$ cat src/rtl/pc_gen_pkg.sv
// Shared definitions for the program-counter generator: FSM encoding and default reset vector.
package pc_gen_pkg;

  localparam int unsigned DEFAULT_XLEN = 32;
  localparam logic [31:0] DEFAULT_RESET_PC = 32'h0000_0000;

  typedef enum logic [1:0] {
    ST_BUBBLE = 2'd0,
    ST_RUN    = 2'd1,
    ST_HALT   = 2'd2
  } pc_state_e;

endpackage : pc_gen_pkg

$ cat src/rtl/pc_gen_if.sv
// Fetch-address interface: redirect/branch requests toward the PC generator, fetch address back out.
interface pc_gen_if #(
  parameter int unsigned XLEN = 32
);

  logic            trap_valid;
  logic [XLEN-1:0] trap_pc;
  logic            flush_pc;
  logic [XLEN-1:0] new_pc;
  logic            br_inst;
  logic            br_cond;
  logic            jal_inst;
  logic [XLEN-1:0] br_offset;
  logic            pc_ready;
  logic            pc_valid;
  logic [XLEN-1:0] pc;
  logic            misalign_err;
  logic [XLEN-1:0] misalign_addr;

  // PC generator side
  modport master (
    input  trap_valid, trap_pc, flush_pc, new_pc,
    input  br_inst, br_cond, jal_inst, br_offset, pc_ready,
    output pc_valid, pc, misalign_err, misalign_addr
  );

  // Pipeline / consumer side
  modport slave (
    output trap_valid, trap_pc, flush_pc, new_pc,
    output br_inst, br_cond, jal_inst, br_offset, pc_ready,
    input  pc_valid, pc, misalign_err, misalign_addr
  );

endinterface : pc_gen_if

$ cat src/rtl/pc_target_sel.sv
// Combinational redirect selection: priority, target arithmetic and alignment check.
module pc_target_sel #(
  parameter int unsigned XLEN       = 32,
  parameter int unsigned ALIGN_BITS = 2
) (
  input  logic            halt,
  input  logic            fire,
  input  logic [XLEN-1:0] pc,
  input  logic            trap_valid,
  input  logic [XLEN-1:0] trap_pc,
  input  logic            flush_pc,
  input  logic [XLEN-1:0] new_pc,
  input  logic            br_inst,
  input  logic            br_cond,
  input  logic            jal_inst,
  input  logic [XLEN-1:0] br_offset,
  output logic            trap_c,
  output logic            redir_c,
  output logic            misalign_c,
  output logic [XLEN-1:0] target_c
);

  localparam logic [XLEN-1:0] LOW_MASK = XLEN'((64'(1) << ALIGN_BITS) - 64'(1));

  logic            taken;
  logic [XLEN-1:0] br_target;

  assign taken     = fire & ((br_inst & br_cond) | jal_inst);
  assign br_target = pc + br_offset;

  // Trap beats flush beats taken branch; misaligned flush/branch targets are flagged, not loaded
  always_comb begin
    trap_c     = 1'b0;
    redir_c    = 1'b0;
    misalign_c = 1'b0;
    target_c   = '0;
    if (trap_valid) begin
      trap_c   = 1'b1;
      redir_c  = 1'b1;
      target_c = trap_pc & ~LOW_MASK;
    end else if (flush_pc && !halt) begin
      target_c = new_pc;
      if ((new_pc & LOW_MASK) != '0) misalign_c = 1'b1;
      else                           redir_c    = 1'b1;
    end else if (taken) begin
      target_c = br_target;
      if ((br_target & LOW_MASK) != '0) misalign_c = 1'b1;
      else                              redir_c    = 1'b1;
    end
  end

endmodule : pc_target_sel

$ cat src/rtl/pc_gen.sv
// Program-counter generator: BUBBLE/RUN/HALT fetch FSM with redirect and misalignment reporting.
module pc_gen
  import pc_gen_pkg::*;
#(
  parameter int unsigned     XLEN       = DEFAULT_XLEN,
  parameter logic [XLEN-1:0] RESET_PC   = DEFAULT_RESET_PC,
  parameter int unsigned     INC        = 4,
  parameter int unsigned     ALIGN_BITS = 2
) (
  input  logic      clk,
  input  logic      rst,
  pc_gen_if.master  bus
);

  pc_state_e       state_q, state_d;
  logic [XLEN-1:0] pc_q, pc_d;
  logic            pc_valid_q, pc_valid_d;
  logic            misalign_err_q, misalign_err_d;
  logic [XLEN-1:0] misalign_addr_q, misalign_addr_d;

  logic            fire;
  logic            trap;
  logic            redir;
  logic            misalign;
  logic [XLEN-1:0] target;

  assign fire = pc_valid_q & bus.pc_ready;

  pc_target_sel #(
    .XLEN       (XLEN),
    .ALIGN_BITS (ALIGN_BITS)
  ) u_target_sel (
    .halt       (state_q == ST_HALT),
    .fire       (fire),
    .pc         (pc_q),
    .trap_valid (bus.trap_valid),
    .trap_pc    (bus.trap_pc),
    .flush_pc   (bus.flush_pc),
    .new_pc     (bus.new_pc),
    .br_inst    (bus.br_inst),
    .br_cond    (bus.br_cond),
    .jal_inst   (bus.jal_inst),
    .br_offset  (bus.br_offset),
    .trap_c     (trap),
    .redir_c    (redir),
    .misalign_c (misalign),
    .target_c   (target)
  );

  // Next-state and next-pc decision
  always_comb begin
    state_d         = state_q;
    pc_d            = pc_q;
    misalign_err_d  = 1'b0;
    misalign_addr_d = misalign_addr_q;
    if (redir) begin
      pc_d    = target;
      state_d = ST_RUN;
    end else if (misalign) begin
      misalign_err_d  = 1'b1;
      misalign_addr_d = target;
      state_d         = ST_HALT;
    end else begin
      if (fire) pc_d = pc_q + XLEN'(INC);
      unique case (state_q)
        ST_BUBBLE: state_d = ST_RUN;
        ST_RUN:    state_d = ST_RUN;
        ST_HALT:   state_d = ST_HALT;
        default:   state_d = ST_BUBBLE;
      endcase
    end
    // trap always exits to RUN; redir already covers it, kept explicit for clarity
    if (trap) state_d = ST_RUN;
    pc_valid_d = (state_d == ST_RUN);
  end

  // State and output registers with synchronous reset
  always_ff @(posedge clk) begin
    if (rst) begin
      state_q         <= ST_BUBBLE;
      pc_q            <= RESET_PC;
      pc_valid_q      <= 1'b0;
      misalign_err_q  <= 1'b0;
      misalign_addr_q <= '0;
    end else begin
      state_q         <= state_d;
      pc_q            <= pc_d;
      pc_valid_q      <= pc_valid_d;
      misalign_err_q  <= misalign_err_d;
      misalign_addr_q <= misalign_addr_d;
    end
  end

  assign bus.pc            = pc_q;
  assign bus.pc_valid      = pc_valid_q;
  assign bus.misalign_err  = misalign_err_q;
  assign bus.misalign_addr = misalign_addr_q;

endmodule : pc_gen

$ cat src/flat_wrapper.sv
// flat-port wrapper written by rule: the top's interface ports become plain ports
module pc_gen_flat import pc_gen_pkg::*;
#(
  parameter int unsigned     XLEN       = DEFAULT_XLEN,
  parameter logic [XLEN-1:0] RESET_PC   = DEFAULT_RESET_PC,
  parameter int unsigned     INC        = 4,
  parameter int unsigned     ALIGN_BITS = 2
)
  (clk, rst, bus_trap_valid, bus_trap_pc, bus_flush_pc, bus_new_pc, bus_br_inst, bus_br_cond, bus_jal_inst, bus_br_offset, bus_pc_ready, bus_pc_valid, bus_pc, bus_misalign_err, bus_misalign_addr);
  pc_gen_if #(.XLEN(XLEN)) bus_i ();
  input  logic clk;
  input  logic rst;
  input wire logic [$bits(bus_i.trap_valid)-1:0] bus_trap_valid;
  input wire logic [$bits(bus_i.trap_pc)-1:0] bus_trap_pc;
  input wire logic [$bits(bus_i.flush_pc)-1:0] bus_flush_pc;
  input wire logic [$bits(bus_i.new_pc)-1:0] bus_new_pc;
  input wire logic [$bits(bus_i.br_inst)-1:0] bus_br_inst;
  input wire logic [$bits(bus_i.br_cond)-1:0] bus_br_cond;
  input wire logic [$bits(bus_i.jal_inst)-1:0] bus_jal_inst;
  input wire logic [$bits(bus_i.br_offset)-1:0] bus_br_offset;
  input wire logic [$bits(bus_i.pc_ready)-1:0] bus_pc_ready;
  output wire logic [$bits(bus_i.pc_valid)-1:0] bus_pc_valid;
  output wire logic [$bits(bus_i.pc)-1:0] bus_pc;
  output wire logic [$bits(bus_i.misalign_err)-1:0] bus_misalign_err;
  output wire logic [$bits(bus_i.misalign_addr)-1:0] bus_misalign_addr;
  assign bus_i.trap_valid = bus_trap_valid;
  assign bus_i.trap_pc = bus_trap_pc;
  assign bus_i.flush_pc = bus_flush_pc;
  assign bus_i.new_pc = bus_new_pc;
  assign bus_i.br_inst = bus_br_inst;
  assign bus_i.br_cond = bus_br_cond;
  assign bus_i.jal_inst = bus_jal_inst;
  assign bus_i.br_offset = bus_br_offset;
  assign bus_i.pc_ready = bus_pc_ready;
  assign bus_pc_valid = bus_i.pc_valid;
  assign bus_pc = bus_i.pc;
  assign bus_misalign_err = bus_i.misalign_err;
  assign bus_misalign_addr = bus_i.misalign_addr;
  pc_gen #(.XLEN(XLEN), .RESET_PC(RESET_PC), .INC(INC), .ALIGN_BITS(ALIGN_BITS)) u_core (.clk(clk), .rst(rst), .bus(bus_i));
endmodule
$ cat config.mk
export PLATFORM = sky130hd
export DESIGN_NAME = pc_gen_flat
export DESIGN_NICKNAME = d
export VERILOG_FILES = /design/src/rtl/pc_gen_pkg.sv /design/src/rtl/pc_gen_if.sv /design/src/rtl/pc_target_sel.sv /design/src/rtl/pc_gen.sv /design/src/flat_wrapper.sv
export SDC_FILE = /design/constraint.sdc
export NUM_CORES = 1
export LEC_CHECK = 0
export ABC_AREA = 0
export BUFFER_PORTS_ARGS = -buffer_cell sky130_fd_sc_hd__buf_2
export CORE_MARGIN = 4
export CORE_UTILIZATION = 48
export CTS_BUF_LIST = sky130_fd_sc_hd__clkbuf_16
export CTS_CLUSTER_SIZE = 24
export DETAILED_ROUTE_END_ITERATION = 10
export PLACE_DENSITY = 0.85
export SLEW_MARGIN = 20
export SYNTH_ARGS = -nofsm -noshare
export SYNTH_HDL_FRONTEND = slang
export SYNTH_SLANG_ARGS = --single-unit
$ cat constraint.sdc
create_clock -name clk -period 3.54 [get_ports clk]
set_input_delay 0 -clock clk [delete_from_list [all_inputs] [get_ports clk]]
set_output_delay 0 -clock clk [all_outputs]
set_load 0.05 [all_outputs]
==> After elaboration in Yosys (flattened, before gate mapping) <==
Cells that the tools add are included.
Widths: inputs -> output; s select.
{ "totals": {"out_inout_bits": 66, "wordCells": 48, "regBits": 68, "in_bits": 104} }
{ "classes": {"n_eq_ne": 4, "reduce_logical": 10, "bitwise": 5, "n_addsub": 2, "muxes": 22} }
{ "op_table": {"columns": ["op", "n"], "rows": [
  ["$mux 32", 6],
  ["$reduce_bool 32->1", 2],
  ["$add 32x3->32 const B", 1],
  ["$add 32x32->32", 1],
  ["$mux 1", 12],
  ["$mux 2", 3],
  ["$eq 2x1->1 const B", 2],
  ["$pmux 2 s2", 1],
  ["$reduce_and 2->1", 2],
  ["$reduce_or 2->1", 2],
  ["$and 1x1->1", 3],
  ["$eq 2x2->1 const B", 1],
  ["$logic_not 2->1", 1],
  ["$ne 2x1->1 const B", 1],
  ["$reduce_bool 2->1", 1],
  ["$logic_and 1x1->1", 1],
  ["$logic_not 1->1", 1],
  ["$not 1->1", 1],
  ["$or 1x1->1", 1]
]} }

==> Longest topological paths before layout <==
Gate-level depths: netlist (run 1).
{ "depth": {"word_depth": 10, "mapped_depth": 11, "mapped_depth_nobuf": 10} }

==> Cells and area by module <==
A second synthesis (run 1) with hierarchy kept.
{ "hier_totals": {"cells_unflattened": 779, "area_unflattened_um2": 5580.4} }
{ "modules_own_cells": {"columns": ["mod", "seq_area_each_um2", "area_each_um2", "cells_per_inst", "n_inst"], "rows": [
  ["pc_gen", 1361.3, 3148.0, 392, 1],
  ["pc_target_sel", 0.0, 2432.3, 387, 1]
]} }

==> Worst setup path after synthesis (run 1) <==
No wires, ideal clock.
{ "synth_timing": {"path_type": "register to register", "startpoint": "reg u_core.pc_q[0], in the netlist u_core.bus.pc[0]", "endpoint": "reg u_core.pc_q[21], in the netlist u_core.bus.pc[21]", "t_required_ns": 3.408, "path_slack_ns": 0.454, "synth_period_minus_slack_ns": 3.086, "setup_ns": 0.132, "n_path_buf": 1, "arrival_ns": 2.954, "path_stages_with_launch": 12, "cell_sequence": "dfxtp_1 > ha_1 > fa_1 > or2_1 > a221oi_2 > buf_4 > nand4_1 > nor3_2 > nand4_1 > xnor2_1 > a22oi_1 > a21oi_1"} }
{ "synth_between": {"elab_chain_len": 8, "word_cells_on_any_way": 20, "cone_classes": "add/sub (2); eq/ne (1); mux (14); reduce/logical (3)"} }
{ "synth_rtl": {"columns": ["element", "line_no", "text"], "rows": [
  ["start, declared", "pc_gen.sv:16", "logic [XLEN-1:0] pc_q, pc_d;"],
  ["start signal, assigned", "pc_gen.sv:87", "pc_q <= pc_d;"],
  ["$add 32x32->32", "pc_target_sel.sv:29", "assign br_target = pc + br_offset;"],
  ["$reduce_bool 32->1", "pc_target_sel.sv:47", "if ((br_target & LOW_MASK) != '0) misalign_c = 1'b1;"],
  ["$mux 1", "pc_target_sel.sv:47", null],
  ["$mux 1", "pc_target_sel.sv:45", "end else if (taken) begin"],
  ["$mux 1", "pc_target_sel.sv:41", "end else if (flush_pc && !halt) begin"],
  ["$mux 1", "pc_target_sel.sv:37", "if (trap_valid) begin"],
  ["$ne 2x1->1 (no line) or $reduce_bool 2->1 (tied branches)", null, null],
  ["$reduce_and 2->1 (no line)", null, null]
]} }
Parallel ways exist; a longest one is shown, timed or not. The select of a mux whose other input is x is not followed.
A chain may end at the register's enable or synchronous reset.

==> Final worst setup path (run 1) <==
{ "layout_timing": {"startpoint": "reg u_core.pc_q[0], in the netlist u_core.bus.pc[0]", "endpoint": "reg u_core.pc_q[28], in the netlist u_core.bus.pc[28]"} }
Same word-level chain as after synthesis.

==> results of run 1 <==
-- cell type report --
class	instances	area share [%]
clock buffers	9	3.30
multi-input cells	592	56.2
repair buffers	194	15.5
flip-flops and latches	68	19.9
well taps	140	2.57
clock inverters	7	1.49
inverters	18	0.990
-- routing by layer --
layer,GRT usage (%),wire length [um]
met5,0,0
met4,11.3,666
met3,6.50,1950
met2,49.1,9100
met1,35.5,7760
-- final timing paths --
check	from	end	slack (ps)
setup / recovery	u_core.bus.pc[0]	u_core.bus.pc[28]	430
hold / removal	bus_new_pc[22]	u_core.bus.misalign_addr[22]	8
setup reg to reg	u_core.bus.pc[0]	u_core.bus.pc[28]	430
hold reg to reg	u_core.bus.misalign_addr[3]	u_core.bus.misalign_addr[3]	450
-- sequential cells by signal (all words and copies together) (netlist names) --
name,flops
u_core.bus.misalign_addr,32
u_core.bus.misalign_err,1
u_core.bus.pc,32
u_core.bus.pc_valid,1
u_core.state_q,2
-- worst max-delay path: stages (launching register included) --
cell and delay (ps):
dfxtp_1 320, ha_1 230, fa_1 470, or2_1 250, a221oi_2 520, nand3_1 170
nor3_2 370, nand2_1 130, xnor2_1 170, a221oi_1 260, nor3_1 100
-- cells by family (layout without fill, tap and decap cells) --
kind of cell / Yosys count / count (layout)
compound gates: 235 / 235
mux: 3 / 3
xor+xnor: 49 / 49
flops: 68 / 68
buf+inv: 57 / 228
fa+ha+maj: 33 / 33
simple gates: 272 / 272
-- cells in the final DEF, fill, tap and decap left out, types with 5 or more instances in the layout --
master	n
o21ai_0	39
inv_1	15
o21a_1	6
o21ai_1	6
o22ai_1	7
dfxtp_1	68
and2_1	8
a221oi_1	8
dlygate4sd3_1	9
nor2_1	68
nand4_1	19
clkbuf_16	9
xor2_1	11
a21oi_1	70
a31oi_1	5
a211oi_1	23
a21o_1	13
and4_1	8
and3_1	16
xnor2_1	38
nor3_1	20
nand2_1	71
ha_1	32
nand3_1	33
buf_4	18
buf_2	167
o211ai_1	7
-- report_power, final --
part | internal [uW] | total, uW | switching (uW)
Sequential | 822 | 883 | 60.6
Clock | 620 | 991 | 371
Combinational | 329 | 977 | 649
-- through the flow --
step / power (uW) / setup slack, ps
floorplan: 1570 / 454
global placement: 1840 / 551
detailed placement: 1850 / 463
CTS: 2840 / 446
global route: 2970 / 208
finish: 2850 / 429
==> reports/metrics.csv, run 1 <==
stage;metric;value;unit
status;status;finished clean;
yosys;Synth Area in XOR/XNOR;7.92;%
die;die height;114;um
die;Core Region;10900;um^2
yosys;synth cell count leaders;71 x nand2_1, 70 x a21oi_1, 69 x nor2_1, 68 x dfxtp_1, 39 x o21ai_0;
final_layout;P&R area growth vs syn;26.0;%
critical_path;crit path max fanout;8;
route;first-pass iteration count of the detailed router;5;
yosys;syn avg cell area;7.55;um^2
route;DR DRC count;0;
clock_network;post-cts hold buffer count;9;
route;DRT iter0 DRCs;535;
critical_path;type of origin of the critical path;flip-flop;
placement;DP HPWL;14.9;mm
route;via count;6269;
hold_path;Hold Crit Depth;3;
final_layout;NumNets Final;1020;
yosys;area share of the largest cell type after synthesis;25.1;%
hold_path;HP Class;in -> reg;
yosys;adder-cell area share of the yosys netlist;7.76;%
die;Ports;170;
timing;Final Hold Violating Endpoints;0;
job;Max Cap Viol;0;
die;floorplan row count;38;
timing;Setup TNS;0;ps
pwr;leakage power of the design;0.00305;uW
clock_network;CTS clock-pin slew for the worst setup and hold paths;60;ps
route;final antenna-violating net count;0;
global_routing;initial antenna violation count;0;
pwr;Peak VDD IR;0.000321;V
clock_network;post-CTS setup buffers;0;
yosys;sequential area share after synthesis;25.1;%
final_layout;fin cells;1028;
yosys;post-synthesis async set-or-reset flop share;0;%
timing;Final setup viols;0;
yosys;most numerous cell in the Yosys netlist;nand2_1;
clock_network;post-CTS sizing;0;
clock_network;Worst-Skew Late Latency;340;ps
yosys;Synth Warn #;0;
global_routing;gr ovfl total;0;
global_routing;Overall Global Routing Usage;28.9;%
die;die area;13000;um^2
critical_path;Critical Path AT;3300;ps
yosys;main area contributors after synthesis;dfxtp_1 25%, ha_1 7.4%, a21oi_1 6.5%, xnor2_1 6.1%, nand2_1 4.9%;
timing;final hold slack;7.53;ps
clock_network;clk root buf;clkbuf_16;
clock_network;Sink Count;68;
final_layout;final instance area;6820;um^2
global_routing;first-pass GRT wire length;30.2;mm
final_layout;n_diodes;0;
final_layout;layout cells sized above 1;25.7;%
yosys;Synth Area in Simple Gates;24.6;%
timing;Worst slew margin;42.2;%
yosys;Yosys reg bits;68;
critical_path;kind of critical path;reg -> reg;
placement;placed instance count;1003;
timing;period utilization;87.9;%
timing;Fin Clk Skew;6.80;ps
clock_network;CTS max path bufs;2;
clock_network;H-Tree Depth;3;
yosys;Post-Syn Area;5420;um^2
yosys;EDFF count, synth;0;
yosys;Synth area leader;dfxtp_1;
yosys;post-synth cell types;77;
die;die width;114;um
yosys;largest family of logic cells by synthesized area;compound AO/OA/AOI/OAI gates;
critical_path;endpoint required time on the critical path;3730;ps
route;WL/cell;18.9;um
yosys;Synth Area in Compound Gates;29.8;%
route;Total Routed Length;19.5;mm
die;Initial Utilization;49.5;%
critical_path;nature of the critical path endpoint;flip-flop;
timing;fin crit period;3110;ps
pwr;Pwr Density;418;nW/um^2
timing;fmax;321;MHz
final_layout;final cell utilization of the core;62.4;%
placement;Placer Congestion;0.937;
clock_network;CTS tree;done;
yosys;Post-Syn Instances;717;
final_layout;fill count;1008;
clock_network;total CTS buffers;9;
placement;dpl cell area;6410;um^2
yosys;Post-Syn Nets;854;
critical_path;FF-to-FF path depth;10;
yosys;ys flop type;dfxtp_1;
placement;PortBufs;167;
timing;Worst-Margin Slew;867;ps
yosys;mux contribution to synthesized area;0.647;%
timing;unrepaired setup endpoints after global routing;no;
final_layout;Multi-input gate area;3830;um^2
timing;Slew Viols, Final;0;
global_routing;largest net degree at the start of global routing;51;
global_routing;vias in the first global route;5998;
route;Vias/cell;6.10;
final_layout;register area;1360;um^2
(Power assumes the default switching activity.)
==> inputs of run 2 (changes only) <==
--- a/config.mk
+++ b/config.mk
@@ -8,11 +8,12 @@
 export ABC_AREA = 0
 export BUFFER_PORTS_ARGS = -buffer_cell sky130_fd_sc_hd__buf_2
 export CORE_MARGIN = 4
-export CORE_UTILIZATION = 48
+export CORE_UTILIZATION = 47
 export CTS_BUF_LIST = sky130_fd_sc_hd__clkbuf_16
 export CTS_CLUSTER_SIZE = 24
 export DETAILED_ROUTE_END_ITERATION = 10
-export PLACE_DENSITY = 0.85
+export MAX_ROUTING_LAYER = met4
+export PLACE_DENSITY = 0.86
 export SLEW_MARGIN = 20
 export SYNTH_ARGS = -nofsm -noshare
 export SYNTH_HDL_FRONTEND = slang
==> constraint.sdc (replaced) <==
create_clock -name clk -period 2.67 [get_ports clk]
set_input_delay 0 -clock clk [delete_from_list [all_inputs] [get_ports clk]]
set_output_delay 0 -clock clk [all_outputs]
set_load 0.05 [all_outputs]
==> run 2 against run 1 <==
  * Critical path depth rose by 1
  * Critical path type unchanged
  * Worst hold slack got worse by 18 ps
  * Routed wire length rose by 20%
  * Sequential share of layout area fell by 2.3 points
  * Utilization rose by 8.1 points
  * The flow now finishes with violations (hold timing, setup timing)
  * Largest power group is now combinational cells
  * Maximum frequency rose by 13%
==> reports/metrics.csv, run 2 (same netlist as run 1, synthesis figures left out) <==
stage;metric;value;unit;change
die;floorplan row count;38;;unchanged
status;failing checks;hold timing, setup timing;;
global_routing;gr ovfl total;0;;unchanged
pwr;Internal;2700;uW;+52%
hold_path;hold worst-path end;u_core.bus.pc[29];;
timing;final hold slack;-10.3;ps;-17.9 ps
final_layout;commonest non-fill, non-tap cell in the layout;buf_2;;
route;via count;6963;;+11%
final_layout;n_diodes;0;;unchanged
die;die width;115;um;+0.98%
clock_network;CTS clock-pin slew for the worst setup and hold paths;60;ps;about the same
hold_path;Min-Delay Startpoint;bus_trap_pc[29];;
pwr;Comb pwr share;37.7;%;+3.4 points
die;Ports;170;;unchanged
global_routing;vias in the first global route;6763;;+13%
critical_path;reg2reg start;u_core.bus.pc[4];;
hold_path;Hold Crit Depth;3;;unchanged
final_layout;NumNets Final;1110;;+8.8%
critical_path;crit path max fanout;4;;-4
pwr;sw power;1570;uW;+45%
die;Core Region;11100;um^2;+1.3%
pwr;Total Power;4270;uW;+50%
hold_path;HP Class;in -> reg;;
final_layout;P&R area growth vs syn;44.2;%;
route;first-pass iteration count of the detailed router;5;;unchanged
critical_path;type of origin of the critical path;flip-flop;;
pwr;register share of total power;26.7;%;-4.3 points
route;DRT iter0 DRCs;696;;+30%
final_layout;most frequent cells in the layout;167 x buf_2, 104 x buf_4, 70 x nand2_1, 66 x nor2_1, 63 x a21oi_1;;
route;Total Routed Length;23.3;mm;+20%
route;WL/cell;20.9;um;+10%
route;Vias/cell;6.23;;+2.1%
timing;Final setup viols;7;;+7
pwr;switching share of total power;36.7;%;-1.1 points
critical_path;r2r setup slk;-90;ps;-520 ps
critical_path;kind of critical path;reg -> reg;;
global_routing;first-pass GRT wire length;34.9;mm;+16%
route;DR DRC count;0;;unchanged
global_routing;largest net degree at the start of global routing;40;;-22%
critical_path;nature of the critical path endpoint;flip-flop;;
pwr;Pwr Density;547;nW/um^2;+31%
timing;fmax;363;MHz;+13%
clock_network;clk root buf;clkbuf_16;;
timing;unrepaired setup endpoints after global routing;yes;;
job;Max Cap Viol;0;;unchanged
placement;placed instance count;1082;;+7.9%
clock_network;H-Tree Depth;3;;unchanged
timing;Slew Viols, Final;0;;unchanged
timing;Final Hold Violating Endpoints;1;;+1
status;status;finished with violations;;
timing;Fin Clk Skew;7.36;ps;+0.553 ps
pwr;leakage power of the design;0.00361;uW;+18%
die;die area;13300;um^2;+2.0%
placement;Placer Congestion;1.02;;+8.6%
clock_network;Sink Count;68;;unchanged
die;die height;115;um;+0.98%
placement;DP HPWL;17.5;mm;+18%
pwr;Peak VDD IR;0.000562;V;+75%
clock_network;CTS max path bufs;2;;unchanged
final_layout;layout cells sized above 1;37.6;%;+12 points
final_layout;fin cells;1118;;+8.8%
route;final antenna-violating net count;0;;unchanged
pwr;clock share of power;35.5;%;+0.7 points
final_layout;fill count;863;;-14%
final_layout;final cell utilization of the core;70.5;%;+8.1 points
critical_path;FF-to-FF path depth;11;;+1
timing;Worst slew margin;56.9;%;+15 points
global_routing;Overall Global Routing Usage;34.8;%;+5.9 points
placement;PortBufs;167;;unchanged
die;Initial Utilization;48.9;%;-0.64 points
clock_network;Worst-Skew Late Latency;340;ps;about the same
clock_network;CTS tree;done;;
timing;final setup margin;-87.7;ps;-517 ps
critical_path;Critical Path AT;3020;ps;-280 ps
timing;fin crit period;2760;ps;-353 ps
clock_network;total CTS buffers;9;;unchanged
global_routing;initial antenna violation count;0;;unchanged
critical_path;endpoint required time on the critical path;2930;ps;-800 ps
timing;Worst-Margin Slew;644;ps;-223 ps
timing;period utilization;103;%;+15 points
critical_path;Critical R2R Capture;u_core.bus.pc[18];;
==> run 2: cell types whose count changed in the layout (fill, tap and decap cells not counted), sizes merged <==
| cell | previous run | this run |
|---|---|---|
| bufinv | 2 | 4 |
| inv | 16 | 18 |
| clkinv | 5 | 3 |
| buf | 185 | 275 |
| clkinvlp | 2 | 0 |
==> run 2: worst max path at each step <==
stage          slack, ps  depth (start not counted)                end              from
2_1_floorplan        -20                         11  u_core.bus.pc[21]  u_core.bus.pc[0]
3_3_place_gp         -30                         11   u_core.bus.pc[8]  u_core.bus.pc[0]
3_5_place_dp        -110                         10  u_core.bus.pc[31]  u_core.bus.pc[0]
4_1_cts              -30                         10  u_core.bus.pc[30]  u_core.bus.pc[0]
5_1_grt             -160                         11  u_core.bus.pc[18]  u_core.bus.pc[0]
6_report             -90                         11  u_core.bus.pc[18]  u_core.bus.pc[4]
==> run 2: critical path: stages (launching register included) <==
cell      delay [ps]
dfxtp_2          320
ha_1             330
a21o_1           210
buf_4            150
a221oi_4         370
o41ai_4          130
buf_4            160
a22o_4           260
o21a_1           180
o31ai_2          180
o211ai_1         180
o22ai_1          200
==> run 2: timing repair <==
item                                   CTS  global route
buffers inserted                         3             8
gates resized for setup                 15            38
pin swaps                               10            18
endpoints found under the hold margin    8             0
hold buffers                             9             0
setup endpoints to repair               16            35
==> run 2: per-stage QoR <==
step / cell area (um^2) / TNS [ps] / setup WS, ps / hold WS, ps
floorplan: 5450 / -17.0 / -17.0 / 179
finish: 7810 / -255 / -87.7 / -10.3
detailed placement: 7050 / -734 / -110 / 300
global placement: 7050 / -137 / -32.3 / 295
global route: 7810 / -1820 / -159 / 4.90
CTS: 7590 / -54.1 / -26.6 / 0.346
==> run 2: cell type report <==
type | instances | area, um^2 | share of cell area [%]
multi-input cells | 592 | 4060 | 51.9
clock inverters | 7 | 146 | 1.87
clock buffers | 9 | 225 | 2.88
inverters | 18 | 67.6 | 0.865
flip-flops and latches | 68 | 1380 | 17.7
repair buffers | 284 | 1760 | 22.5
well taps | 140 | 175 | 2.24
==> run 2: routing by layer <==
metal  share of wire [%]  global-route usage [%]  vias to the layer above  wire length (um)
met5                   0                       -                        -                 0
met2                  47                    57.4                      503             11000
met1                  37                    40.6                     3167              8700
met3                  10                    6.32                      113              2360
met4                 5.5                    17.3                        0              1290
li1                    -                       -                     3180                 -
==> run 2: power by group through the flow <==
stage	combinational, uW	sequential, uW	clock [uW]
final	1610	1140	1520
after global placement	1480	1160	0
after floorplan	656	1430	0
after CTS	1520	1140	1520
after global routing	1710	1150	1560
after detailed placement	1480	1160	0
==> inputs of run 3 (changes only) <==
--- a/config.mk
+++ b/config.mk
@@ -8,12 +8,12 @@
 export ABC_AREA = 0
 export BUFFER_PORTS_ARGS = -buffer_cell sky130_fd_sc_hd__buf_2
 export CORE_MARGIN = 4
-export CORE_UTILIZATION = 47
+export CORE_UTILIZATION = 48
 export CTS_BUF_LIST = sky130_fd_sc_hd__clkbuf_16
 export CTS_CLUSTER_SIZE = 24
 export DETAILED_ROUTE_END_ITERATION = 10
 export MAX_ROUTING_LAYER = met4
-export PLACE_DENSITY = 0.86
+export PLACE_DENSITY = 0.85
 export SLEW_MARGIN = 20
 export SYNTH_ARGS = -nofsm -noshare
 export SYNTH_HDL_FRONTEND = slang
==> constraint.sdc (replaced) <==
create_clock -name clk -period 2.55 [get_ports clk]
set_input_delay 0 -clock clk [delete_from_list [all_inputs] [get_ports clk]]
set_output_delay 0 -clock clk [all_outputs]
set_load 0.05 [all_outputs]
==> run 3 against run 2 <==
  * The run ends with setup timing left
  * Worst hold slack better by 26 ps
  * Utilization up 4.2 points
  * Power grew 2.2%
  * Global-route usage grew 0.85 points
  * Cell area up 4.7%
  * Largest power group unchanged
==> reports/metrics.csv, run 3 (same netlist as run 1, synthesis figures left out) <==
stage;metric;value;unit;change
status;status;finished with violations;;
status;failing checks;setup timing;;
global_routing;Overall Global Routing Usage;35.7;%;+0.85 points
die;Ports;170;;unchanged
placement;Placer Congestion;1.01;;-0.97%
global_routing;largest net degree at the start of global routing;37;;-7.5%
timing;Fin Clk Skew;10.9;ps;+3.50 ps
timing;Slew Viols, Final;0;;unchanged
timing;Worst slew margin;60.2;%;+3.2 points
die;floorplan row count;38;;unchanged
die;die height;114;um;-0.98%
final_layout;most frequent cells in the layout;167 x buf_2, 103 x buf_4, 66 x nand2_1, 61 x nor2_1, 61 x a21oi_1;;
pwr;Total Power;4360;uW;+2.2%
timing;fin crit period;2780;ps;+19.2 ps
die;Initial Utilization;49.5;%;+0.64 points
pwr;Peak VDD IR;0.000489;V;-13%
critical_path;crit path max fanout;4;;unchanged
route;Total Routed Length;24.3;mm;+4.0%
placement;PortBufs;167;;unchanged
critical_path;type of origin of the critical path;flip-flop;;
critical_path;endpoint required time on the critical path;2840;ps;-90 ps
route;DR DRC count;0;;unchanged
final_layout;final cell utilization of the core;74.8;%;+4.2 points
global_routing;initial antenna violation count;0;;unchanged
final_layout;NumNets Final;1128;;+1.6%
final_layout;n_diodes;0;;unchanged
timing;fmax;360;MHz;-0.69%
route;first-pass iteration count of the detailed router;5;;unchanged
critical_path;kind of critical path;reg -> reg;;
final_layout;commonest non-fill, non-tap cell in the layout;buf_2;;
route;Vias/cell;6.41;;+3.0%
timing;final hold slack;15.4;ps;+25.7 ps
timing;period utilization;109;%;+5.6 points
die;die area;13000;um^2;-1.9%
clock_network;clk root buf;clkbuf_16;;
critical_path;Critical Path AT;3060;ps;+40 ps
timing;Worst-Margin Slew;596;ps;-47.4 ps
die;die width;114;um;-0.98%
job;Max Cap Viol;0;;unchanged
global_routing;vias in the first global route;7022;;+3.8%
timing;Final Hold Violating Endpoints;0;;-1
placement;DP HPWL;17.2;mm;-2.0%
clock_network;CTS clock-pin slew for the worst setup and hold paths;70;ps;about the same
global_routing;gr ovfl total;0;;unchanged
critical_path;nature of the critical path endpoint;flip-flop;;
clock_network;CTS tree;done;;
global_routing;first-pass GRT wire length;35.5;mm;+1.6%
timing;final setup margin;-227;ps;-139 ps
route;via count;7285;;+4.6%
pwr;Pwr Density;534;nW/um^2;-2.4%
route;final antenna-violating net count;0;;unchanged
final_layout;final instance area;8180;um^2;+4.7%
clock_network;CTS max path bufs;2;;unchanged
final_layout;P&R area growth vs syn;50.9;%;
pwr;leakage power of the design;0.00371;uW;+2.9%
clock_network;Sink Count;68;;unchanged
final_layout;layout cells sized above 1;40.6;%;+2.9 points
clock_network;total CTS buffers;9;;unchanged
hold_path;HP Class;in -> reg;;
timing;unrepaired setup endpoints after global routing;yes;;
die;Core Region;10900;um^2;-1.3%
route;DRT iter0 DRCs;813;;+17%
placement;dpl cell area;7150;um^2;+1.4%
timing;Final setup viols;34;;+27
route;WL/cell;21.4;um;+2.4%
clock_network;H-Tree Depth;3;;unchanged
clock_network;Worst-Skew Late Latency;360;ps;+20 ps
==> run 3: cell count changes in the layout (fill, tap and decap cells not counted), sizes merged <==
cell | before | now
buf | 275 | 281
bufinv | 4 | 1
clkbuf | 9 | 10
clkinvlp | 0 | 3
dlygate4sd3 | 9 | 21
inv | 18 | 17
==> run 3: critical path, cell delays in order (launching register included) <==
cell and delay, ps:
dfxtp_4 360, ha_4 160, fa_2 350, a21o_1 220
a221oi_4 380, o41ai_4 130, a22o_1 320, o21a_1 210
o31ai_1 180, o211ai_1 180, o22ai_1 190
==> run 3: cell type report <==
cell class	count	area, um^2
Clock buffer	10	250
Clock inverter	6	70.1
Fill cell	799	2760
Inverter	18	67.6
Multi-Input combinational cell	592	4260
Sequential cell	68	1380
Tap cell	140	175
Timing Repair Buffer	302	1970
==> run 3: metrics by stage <==
| step | setup WS (ps) | setup TNS, ps | cells |
|---|---|---|---|
| 2_1_floorplan | -136 | -352 | 717 |
| 3_3_place_gp | -142 | -813 | 1091 |
| 3_5_place_dp | -189 | -2680 | 1091 |
| 4_1_cts | -138 | -824 | 1133 |
| 5_1_grt | -276 | -5590 | 1136 |
| 6_report | -227 | -3230 | 1136 |
==> run 3: layer usage <==
metal | vias to the layer above | wire, um | track usage [%]
met3 | 154 | 2570 | 6.92
li1 | 3217 | - | -
met2 | 531 | 11200 | 57.7
met4 | 0 | 1620 | 21.8
met1 | 3383 | 8840 | 40.7
met5 | - | 0 | -
==> run 3: path summary, 6_finish.rpt <==
check / start / end / slack, ps / cells after the start
max: u_core.bus.pc[0] / u_core.bus.pc[18] / -230 / 10
min reg2reg: u_core.bus.misalign_addr[5] / u_core.bus.misalign_addr[5] / 460 / 2
min: bus_trap_pc[18] / u_core.bus.misalign_addr[18] / 20 / 3
max reg2reg: u_core.bus.pc[0] / u_core.bus.pc[18] / -230 / 10
==> run 3: report_power, final <==
part,internal [uW],total (uW),leakage (uW),switching [uW]
clock network,823,1410,0.000146,584
registers,1140,1200,0.000566,53.0
logic,664,1760,0.00300,1090
==> run 3: what timing repair did <==
action                                  4_1_cts  5_1_grt
hold endpoints to repair                     20        0
pin swaps                                    28       54
gates resized for setup                      32       70
hold buffers                                 21        0
endpoints found under the setup margin       40       54
buffers inserted                              6        5
